### src/rtl/edge_tick_timer.sv
// Purpose: synchronise div_clk, emit one tick per rising edge, count ticks down from load_value.
// Latency: tick is high 3 inclk edges after div_clk is first sampled high; FSM outputs are registered.
// Backpressure: none; start is taken only in IDLE and stop only in RUN, other requests are dropped.
module edge_tick_timer (
    input  logic        inclk,
    input  logic        reset,
    input  logic        div_clk,
    input  logic        start,
    input  logic        stop,
    input  logic [15:0] load_value,
    output logic        tick,
    output logic        busy,
    output logic        done,
    output logic [15:0] count
);

    typedef enum logic [1:0] {
        IDLE = 2'd0,
        RUN  = 2'd1,
        DONE = 2'd2
    } state_t;

    state_t      state_q, state_d;
    logic [15:0] count_q, count_d;
    logic        busy_q, done_q;

    logic        sync1_q, sync2_q;
    // prev_q is the last trusted sync2 value; it is forced high until sync2
    // carries a real post-reset sample, so a level that is already high at
    // reset release is never mistaken for a rising edge.
    logic        prev_q;
    logic        vld1_q, vld2_q;
    logic        tick_q;
    logic        tick_d;

    assign tick_d = vld2_q & sync2_q & ~prev_q;

    // Synchroniser, sample-validity pipeline and registered edge detector.
    always_ff @(posedge inclk) begin
        if (reset) begin
            sync1_q <= 1'b0;
            sync2_q <= 1'b0;
            vld1_q  <= 1'b0;
            vld2_q  <= 1'b0;
            prev_q  <= 1'b1;
            tick_q  <= 1'b0;
        end else begin
            sync1_q <= div_clk;
            sync2_q <= sync1_q;
            vld1_q  <= 1'b1;
            vld2_q  <= vld1_q;
            prev_q  <= vld2_q ? sync2_q : 1'b1;
            tick_q  <= tick_d;
        end
    end

    // FSM state, count and registered status outputs.
    always_ff @(posedge inclk) begin
        if (reset) begin
            state_q <= IDLE;
            count_q <= 16'd0;
            busy_q  <= 1'b0;
            done_q  <= 1'b0;
        end else begin
            state_q <= state_d;
            count_q <= count_d;
            busy_q  <= (state_d == RUN);
            done_q  <= (state_d == DONE);
        end
    end

    // Next-state and count update; the counted tick is the registered one.
    always_comb begin
        state_d = state_q;
        count_d = count_q;
        case (state_q)
            IDLE: begin
                if (start) begin
                    if (load_value != 16'd0) begin
                        count_d = load_value;
                        state_d = RUN;
                    end else begin
                        count_d = 16'd0;
                        state_d = DONE;
                    end
                end
            end
            RUN: begin
                if (stop) begin
                    state_d = IDLE;
                end else if (tick_q && (count_q != 16'd0)) begin
                    count_d = count_q - 16'd1;
                    if (count_q == 16'd1) begin
                        state_d = DONE;
                    end
                end
            end
            DONE: begin
                state_d = IDLE;
            end
            default: begin
                state_d = IDLE;
            end
        endcase
    end

    assign tick  = tick_q;
    assign busy  = busy_q;
    assign done  = done_q;
    assign count = count_q;

endmodule

### config.mk
export PLATFORM = sky130hd
export DESIGN_NAME = edge_tick_timer
export DESIGN_NICKNAME = d
export VERILOG_FILES = /design/src/rtl/edge_tick_timer.sv
export SDC_FILE = /design/constraint.sdc
export NUM_CORES = 1
export LEC_CHECK = 0
export ABC_AREA = 1
export CAP_MARGIN = 40
export CELL_PAD_IN_SITES_DETAIL_PLACEMENT = 2
export CELL_PAD_IN_SITES_GLOBAL_PLACEMENT = 2
export CORE_UTILIZATION = 27
export DETAILED_ROUTE_END_ITERATION = 6
export PLACE_DENSITY = 0.95
export SLEW_MARGIN = 5
export SYNTH_ARGS = -nofsm -noshare
export SYNTH_HDL_FRONTEND = slang
export SYNTH_SLANG_ARGS = --single-unit
### constraint.sdc
create_clock -name inclk -period 2.7 [get_ports inclk]
set_input_delay 0.54 -clock inclk [delete_from_list [all_inputs] [get_ports inclk]]
set_output_delay 0.54 -clock inclk [all_outputs]
set_load 0.02 [all_outputs]
* Word level (Yosys, flattened, before mapping)
Index checks and enable logic that the tools add are counted.
Word-level totals: input bits 21, word-level logic and storage cells 41, flip-flop bits (word level) 26, output and inout port bits 19
Operators by class: reduce and logical (&&, ||, !) cells 7, bitwise gates (word level) 4, mux-type cells 12, $add $sub $neg 1, equality and inequality tests 7
Operator list (count):
- two-way mux 16 bit | 4
- case mux 16 bit (2 select lines) | 1
- nonzero test 16 bit | 2
- equality test 16 x 1 -> 1 bit (second input constant) | 1
- subtractor 16 x 1 -> 16 bit (second input constant) | 1
- two-way mux 2 bit | 5
- != test 2 bit (second input constant) | 3
- equality test 2 x 1 -> 1 bit (second input constant) | 2
- case mux 2 bit (2 select lines) | 1
- AND reduction 4 bit | 1
- bitwise AND 1 bit | 2
- equality test 2 bit (second input constant) | 1
- logical NOT 2 bit | 1
- NOT 1 bit | 2
- nonzero test 2 bit | 1
- OR reduction 2 bit | 1
- logical AND 1 bit | 1
- two-way mux 1 bit | 1

* Logic depth before layout (Yosys ltp)
Gate-level depths: netlist (run 1).
depth in word-level cells 6, depth in mapped cells 11, depth with buffers taken out 10

* Worst setup path after synthesis (run 1)
No wires, ideal clock.
kind flip-flop to flip-flop, start point register count_q[0] (netlist: count[0]), end point register count_q[10] (netlist: count[10]), required time 2588 ps, buffers on the path 1, setup slack 1066 ps, arrival time 1522 ps, setup time 112 ps, stages on the path, launching flop included 12, path through dfxtp_1 > inv_1 > ha_1 > nand2_1 > nor2_1 > nand2_1 > nand3_2 > nand2_4 > inv_2 > buf_6 > nor2_1 > nor2_2
Between the ends: word-level cells in the longest chain between the ends 4
Ends and longest elaborated chain:
- start, declared | RTL line 24 | logic [15:0] count_q, count_d;
- start signal, assigned | RTL line 66 | count_q <= count_d;
- subtractor 16 x 1 -> 16 bit or nonzero test 16 bit (tied branches) | RTL line 92, 91
- two-way mux 16 bit or logical AND 1 bit (tied branches) | RTL line 91 | end else if (tick_q && (count_q != 16'd0)) begin
- two-way mux 16 bit or != test 2 bit (tied branches)
- case mux 16 bit (2 select lines) or AND reduction 4 bit (tied branches)
Parallel ways exist; a longest one is shown, timed or not. The select of a mux whose other input is x is not followed. A chain may end at the register's enable or synchronous reset.

* Worst setup path in the final report (run 1)
start point register count_q[10] (netlist: count[10]), end point output port count[10]
RTL lines:
- end, declared | RTL line 14 | output logic [15:0] count
No word-level cell between the ends.

==> impl_metrics.tcl, run 1 <==
set metrics [dict create \
    port_buffers 39 \
    finalMaxSlewViolations 0 \
    core_area_um2 5956 \
    layout-drive-gt1-share 0.07576 \
    avgSynthCellArea_um2 5.768 \
    routabilityCongestion 0.7656 \
    crit_chain "clkdlybuf4s50_1" \
    slowest_delay_ns 0.66 \
    final_util 0.3700 \
    drc 0 \
    hp-class "flip-flop to flip-flop" \
    crit_arrival_ns 1.41 \
    clock_latency_ns 0.28 \
    leakagePower_nw 1.035 \
    final_area_um2 2203 \
    cts_buffers 3 \
    worst-slew-pin-transition_ns 0.5586 \
    area_growth_pct 31.71 \
    clock-sinks 26 \
    setup_viol 0 \
    grt_max_degree 20 \
    pin_count 40 \
    hold_viol_final 0 \
    setup_ws_ns 0.7476 \
    grt_pass1_vias 2159 \
    worstPathRequired_ns 2.16 \
    wl_um 6441 \
    relSlewSlack 0.6253 \
    placedInstanceArea_um2 2148 \
    clkSlewWorstSetupHoldPaths_ns 0.10 \
    setup_tns_ns 0 \
    die_y_um 80.72 \
    post-place-ws_ns 0.7005 \
    antenna_found_initial 0 \
    vdd_drop_max_mv 0.1916 \
    fin_crit_ns 1.952 \
    ctsResizeCount 0 \
    grt_pass1_wl_um 10550 \
    cpMaxStageDelayCell "clkdlybuf4s50_1" \
    status "finished clean" \
    htreeDepth 1 \
    fmaxAchievable_mhz 512.2 \
    dieArea_um2 6515 \
    endpoint_kind "output pin" \
    drtIter0Drc 55 \
    rows 28 \
    num_vias 1976 \
    gr-total-overflow 0 \
    synth_area_um2 1673 \
    crit_type "flip-flop to output pin" \
    vias_per_cell 4.879 \
    ys_types 24 \
    hpwl_um 5092 \
    crit_family "buffers and inverters" \
    powerDensity_nw_per_um2 502.0 \
    cts-root-buf "clkbuf_8" \
    syn_nets 314 \
    post_cts_buffers 0 \
    grt_usage 0.2152 \
    ant_nets 0 \
    num_antenna_cells 0 \
    initial_core_util 0.2809 \
    cts_hold_buffers 0 \
    dr.pass1.iters 4 \
    wl_per_cell_um 15.90 \
    fin_crit_sh 0.7231 \
    drv_cap 0 \
    cts_tree "yes" \
    fill_cells 763 \
    layout.nets 355 \
    rsz0062_at_grt "false" \
    synth_seq_cells 26 \
    synthCells 290 \
    path_buf_inv 1 \
    yosysSeqAreaShare 0.3111 \
    cp-start-kind "flip-flop" \
    cts_buffer_depth 2 \
    yosysWarnings 0 \
    crit_fanout 5 \
    die_w_um 80.72 \
    fin_worst_skew_ns 0.002355 \
]
## layer usage
layer | GRT usage | wire, um | up-vias
li1 | - | - | 974
met1 | 0.2561 | 2964 | 952
met2 | 0.4025 | 3236 | 40
met3 | 0.02386 | 149 | 10
met4 | 0.05893 | 91 | 0
met5 | 0 | 0 | -
## cell usage after synthesis
cell / count / area (um^2)
clkbuf_1: 4 / 15.01
nor2_1: 66 / 247.7
nor3_1: 1 / 5.000
a31oi_1: 1 / 6.260
inv_2: 2 / 7.510
inv_1: 28 / 105.1
clkinv_1: 2 / 7.510
buf_6: 1 / 11.26
nand2_2: 2 / 12.51
nand3_1: 31 / 155.2
nand3b_1: 1 / 7.510
ha_1: 3 / 37.54
a21oi_1: 6 / 30.03
dfxtp_1: 26 / 520.5
a22oi_1: 1 / 7.510
nand2_4: 1 / 11.26
o21ai_0: 7 / 35.03
nand2_1: 90 / 337.8
xor2_1: 1 / 8.760
nor2_2: 12 / 75.07
nand3_2: 1 / 10.01
buf_2: 1 / 5.000
a21boi_0: 1 / 7.510
nand4_1: 1 / 6.260
## kinds of logic (layout without fill, tap and decap cells)
logic type	after synthesis	count (layout)	share of synthesized area
AND/OR/NAND/NOR	206	206	0.5191
flip-flops	26	26	0.3111
XOR/XNOR	1	1	0.005237
adder cells (fa/ha/maj)	3	3	0.02244
buffers and inverters	38	78	0.09050
AO/OA/AOI/OAI	16	16	0.05161
## cell type report
class                      count  area, um^2  share of cell area
sequential                    26       520.5              0.2362
timing repair buffer          42       412.9              0.1874
tap                           75       93.84             0.04259
inverter                      32       120.1             0.05451
multi-input combinational    226        1001              0.4543
clock buffer                   4       55.05             0.02499
## cells in the final DEF, fill, tap and decap left out, drive strengths merged
cell type,count
inv,30
clkdlybuf4s50,39
clkbuf,4
dfxtp,26
a22oi,1
nand3b,1
nor3,1
o21ai,7
a21oi,6
ha,3
nand3,32
a21boi,1
a31oi,1
clkinv,2
nand4,1
xor2,1
buf,3
nor2,78
nand2,93
## final timing paths
check        slack [ns]                     to                    from  depth (start not counted)
max                0.75              count[10]  count[10]$_SDFFE_PP0P_                          1
min reg2reg        0.40        tick$_SDFF_PP0_       prev_q$_SDFF_PP1_                          1
max reg2reg        0.77  count[3]$_SDFFE_PP0P_   state_q[1]$_SDFF_PP0_                          7
min                0.40        tick$_SDFF_PP0_       prev_q$_SDFF_PP1_                          1
## metrics by stage
step                      hold WS, ns  cells  total power (W)
final                          0.3958    405         0.001106
after global routing           0.4234    405         0.001177
after CTS                      0.4029    405         0.001119
after detailed placement       0.3870    401        0.0008433
after global placement         0.3857    401        0.0008172
after floorplan                0.3734    290        0.0006824
## sequential cells by signal, indices dropped and copies added, names as in the netlist
name	cells
busy	1
count	16
done	1
prev_q	1
state_q	2
sync1_q	1
sync2_q	1
tick	1
vld1_q	1
vld2_q	1
## report_power, final
part,internal [W],switching [W]
logic,0.000148,0.000241
registers,0.000411,0.0000353
clock network,0.000131,0.000140
(Power assumes the default switching activity.)
==> run 2, diff against run 1 <==
Settings changed: CORE_UTILIZATION 27 to 25, PLACE_DENSITY 0.95 to 0.9.
Clock period 2.7 ns to 1.8 ns, I/O delays scaled along.
==> impl_metrics.tcl, run 2 (synthesized netlist as in run 1, its figures left out) <==
set metrics [dict create \
    fill_cells 809 \
    clock_latency_ns 0.28 \
    crit_type "flip-flop to output pin" \
    worstPathRequired_ns 1.44 \
    final_util 0.3526 \
    grt_max_degree 20 \
    drv_cap 0 \
    cpMaxStageDelayCell "clkdlybuf4s50_1" \
    vias_per_cell 4.779 \
    rows 29 \
    violations "DRC" \
    layout.nets 360 \
    path_buf_inv 1 \
    total_power_w 0.001690 \
    drtIter0Drc 52 \
    fmaxAchievable_mhz 573.8 \
    relSlewSlack 0.8230 \
    cts_buffers 3 \
    worst-slew-pin-transition_ns 0.2645 \
    rsz0062_at_grt "true" \
    finalMaxSlewViolations 0 \
    cp-start-kind "flip-flop" \
    multiInputGateArea_um2 1013 \
    regArea_um2 521.8 \
    largest_reg_flops 16 \
    final_common_cell "nand2_1" \
    crit_arrival_ns 1.38 \
    setup_ws_ns 0.05733 \
    clkSlewWorstSetupHoldPaths_ns 0.10 \
    cts_buffer_depth 2 \
    status "finished, violations left" \
    num_vias 1969 \
    hpwl_um 4943 \
    area_growth_pct 35.38 \
    layout-drive-gt1-share 0.1045 \
    htreeDepth 1 \
    hp-class "flip-flop to flip-flop" \
    setup_viol 0 \
    clock-sinks 26 \
    wl_um 6314 \
    leakagePower_nw 1.090 \
    crit_chain "clkdlybuf4s50_1" \
    dieArea_um2 7022 \
    crit_family "buffers and inverters" \
    post-place-ws_ns 0.06065 \
    fin_worst_skew_ns 0.006257 \
    antenna_found_initial 0 \
    initial_core_util 0.2605 \
    cts_hold_buffers 0 \
    drc 1 \
    endpoint_kind "output pin" \
    grt_pass1_wl_um 10630 \
    die_y_um 83.80 \
    cts_tree "yes" \
    hold_viol_final 0 \
    ctsResizeCount 0 \
    port_buffers 39 \
    num_antenna_cells 0 \
    dr.pass1.iters 6 \
    post_cts_buffers 0 \
    hold_ws_ns 0.4155 \
    core_area_um2 6422 \
    pin_count 40 \
    powerDensity_nw_per_um2 746.2 \
    die_w_um 83.80 \
    fin_crit_sh 0.9681 \
    routabilityCongestion 0.7872 \
    grt_pass1_vias 2206 \
    slowest_delay_ns 0.64 \
    gr-total-overflow 0 \
    vdd_drop_max_mv 0.3685 \
    crit_fanout 5 \
    cts-root-buf "clkbuf_8" \
    layout_common_cells "nand2_1, nor2_1, clkdlybuf4s50_1, nand3_1, inv_1" \
    ant_nets 0 \
    grt_usage 0.1909 \
    fin_crit_ns 1.743 \
    wl_per_cell_um 15.33 \
]
==> run 2: worst paths after layout <==
path / startpoint / end / slack, ns / depth (start not counted)
worst max-delay path: count[5]$_SDFFE_PP0P_ / count[5] / 0.06 / 1
worst min-delay path: prev_q$_SDFF_PP1_ / tick$_SDFF_PP0_ / 0.42 / 1
worst max register to register: count[4]$_SDFFE_PP0P_ / count[1]$_SDFFE_PP0P_ / 0.13 / 9
worst min register to register: prev_q$_SDFF_PP1_ / tick$_SDFF_PP0_ / 0.42 / 1
==> run 2: per-layer routing <==
metal,global-route usage,share of wire,vias to the layer above
met1,0.2314,0.44,951
met3,0.01780,0.030,5
li1,-,-,981
met2,0.3629,0.52,32
met4,0.03762,0.0073,0
met5,0,0,-
==> run 2: final cells by class <==
class / instances / share of cell area
multi-input cells: 226 / 0.4475
flip-flops and latches: 26 / 0.2304
repair buffers: 47 / 0.2011
clock buffers: 4 / 0.02431
inverters: 32 / 0.05414
well taps: 77 / 0.04254
==> run 2: power by group <==
part	switching [W]	internal [W]	total, W
logic	0.000377	0.000238	0.000615
clock network	0.000213	0.000197	0.000410
registers	0.0000483	0.000617	0.000665
==> run 2: through the flow <==
stage                     std cells  area, um^2  setup TNS, ns
after floorplan                 290        1673              0
after detailed placement        408        2188              0
final                           412        2265              0
after CTS                       412        2243              0
after global routing            412        2265       -0.01925
after global placement          408        2188              0
==> run 3, diff against run 2 <==
Settings changed: PLACE_DENSITY 0.9 to unset, PLACE_DENSITY_LB_ADDON set to 0.1.
==> impl_metrics.tcl, run 3 (synthesized netlist as in run 1, its figures left out) <==
set metrics [dict create \
    status "finished, violations left" \
    violations "DRC" \
    htreeDepth 1 \
    port_buffers 39 \
    die_y_um 83.80 \
    final_common_cell "nand2_1" \
    rows 29 \
    placedInstanceArea_um2 2201 \
    clock-sinks 26 \
    grt_max_degree 18 \
    grt_pass1_vias 2154 \
    die_w_um 83.80 \
    post-place-ws_ns 0.04637 \
    total_power_w 0.001784 \
    fin_crit_sh 0.9645 \
    initial_core_util 0.2605 \
    hp-class "flip-flop to flip-flop" \
    r2r-end "count[13]$_SDFFE_PP0P_" \
    dieArea_um2 7022 \
    drtIter0Drc 52 \
    rsz0062_at_grt "false" \
    pin_count 40 \
    wl_um 6133 \
    clock_latency_ns 0.28 \
    antenna_found_initial 0 \
    crit_type "flip-flop to output pin" \
    dr.pass1.iters 6 \
    hold_viol_final 0 \
    grt_usage 0.1913 \
    ant_nets 0 \
    drv_cap 0 \
    grt_pass1_wl_um 10560 \
    endpoint_kind "output pin" \
    num_vias 1957 \
    core_area_um2 6422 \
    largest_reg_flops 16 \
    num_antenna_cells 0 \
    setup_viol 0 \
    crit_fanout 3 \
    setup_ws_ns 0.06396 \
    worstPathRequired_ns 1.44 \
    r2r-start "count[1]$_SDFFE_PP0P_" \
    cp-start-kind "flip-flop" \
    cts-root-buf "clkbuf_8" \
    gr-total-overflow 0 \
    vdd_drop_max_mv 0.3093 \
    drc 3 \
    setup_tns_ns 0 \
    fin_crit_ns 1.736 \
    rr_worst_depth 10 \
    area_growth_pct 38.22 \
    cts_buffers 3 \
    hpwl_um 4850 \
    routabilityCongestion 0.7912 \
    leakagePower_nw 1.162 \
    layout_common_cells "nand2_1, nor2_1, clkdlybuf4s50_1, nand3_1, inv_1" \
    fin_worst_skew_ns 0.009323 \
    relSlewSlack 0.7956 \
    endpoint "count[0]" \
    final_area_um2 2312 \
    layout.nets 360 \
    worst-slew-pin-transition_ns 0.3055 \
    finalMaxSlewViolations 0 \
    fmaxAchievable_mhz 576.0 \
    cts_buffer_depth 2 \
    wl_per_cell_um 14.89 \
    clkSlewWorstSetupHoldPaths_ns 0.11 \
    vias_per_cell 4.750 \
    powerDensity_nw_per_um2 771.4 \
    post_cts_buffers 0 \
    crit_arrival_ns 1.38 \
    cts_tree "yes" \
    hold_ws_ns 0.4056 \
    layout-drive-gt1-share 0.1075 \
    r2r_slack_ns 0.18 \
    worstSetupStartpoint "count[0]$_SDFFE_PP0P_" \
]
## run 3: cell types whose count changed in the layout (fill, tap and decap cells not counted)
| cell | change |
|---|---|
| nor2_1 | -1 |
| clkbuf_8 | -1 |
| bufinv_16 | +1 |
| clkdlybuf4s50_1 | -4 |
| ha_1 | -1 |
| ha_2 | +1 |
| dlymetal6s2s_1 | +4 |
| nor2_4 | +1 |
| dfxtp_2 | -1 |
| buf_4 | -1 |
| dfxtp_1 | +1 |
| buf_12 | +1 |
## run 3: per-stage QoR
| stage | instances | util |
|---|---|---|
| after floorplan | 290 | - |
| after global placement | 408 | 0.3427 |
| after detailed placement | 408 | 0.3427 |
| after CTS | 412 | 0.3538 |
| after global routing | 412 | 0.3600 |
| final | 412 | 0.3600 |
## run 3: layout make-up
type	count	area [um^2]
repair buffers	47	478.0
fillers	811	4110
well taps	77	96.34
inverters	32	122.6
clock buffers	3	41.29
flip-flops and latches	26	520.5
multi-input cells	226	1023
clock inverters	1	30.03
## run 3: what timing repair did
item,CTS,global route
hold buffers,0,0
endpoints found under the setup margin,0,13
resized for setup,0,16
## run 3: worst max-delay path, stage by stage, from the launching register on
cell             delay [ns]
dfxtp_1                0.37
buf_4                  0.13
clkdlybuf4s50_1        0.59
## run 3: how the worst min path moves through the flow
stage | cells after the start | slack, ns | start | to
after floorplan | 1 | 0.37 | prev_q$_SDFF_PP1_ | tick$_SDFF_PP0_
after global placement | 1 | 0.38 | vld2_q$_SDFF_PP0_ | prev_q$_SDFF_PP1_
after detailed placement | 2 | 0.40 | sync1_q$_SDFF_PP0_ | sync2_q$_SDFF_PP0_
after CTS | 1 | 0.41 | prev_q$_SDFF_PP1_ | tick$_SDFF_PP0_
after global routing | 1 | 0.42 | prev_q$_SDFF_PP1_ | tick$_SDFF_PP0_
final | 1 | 0.41 | prev_q$_SDFF_PP1_ | tick$_SDFF_PP0_
## run 3: power breakdown
group / internal (W) / total, W / leakage (nW) / switching, W
registers: 0.000616 / 0.000668 / 0.215 / 0.0000512
clock network: 0.000298 / 0.000511 / 0.0357 / 0.000213
logic: 0.000241 / 0.000605 / 0.911 / 0.000364
total: 0.00115 / 0.00178 / 1.16 / 0.000629
## run 3: routing by layer
layer | share of wire | GRT usage | routed length, um
met1 | 0.45 | 0.2393 | 2778
met2 | 0.52 | 0.3569 | 3194
met3 | 0.021 | 0.01780 | 129
met4 | 0.0047 | 0.03292 | 29
met5 | 0 | 0 | 0
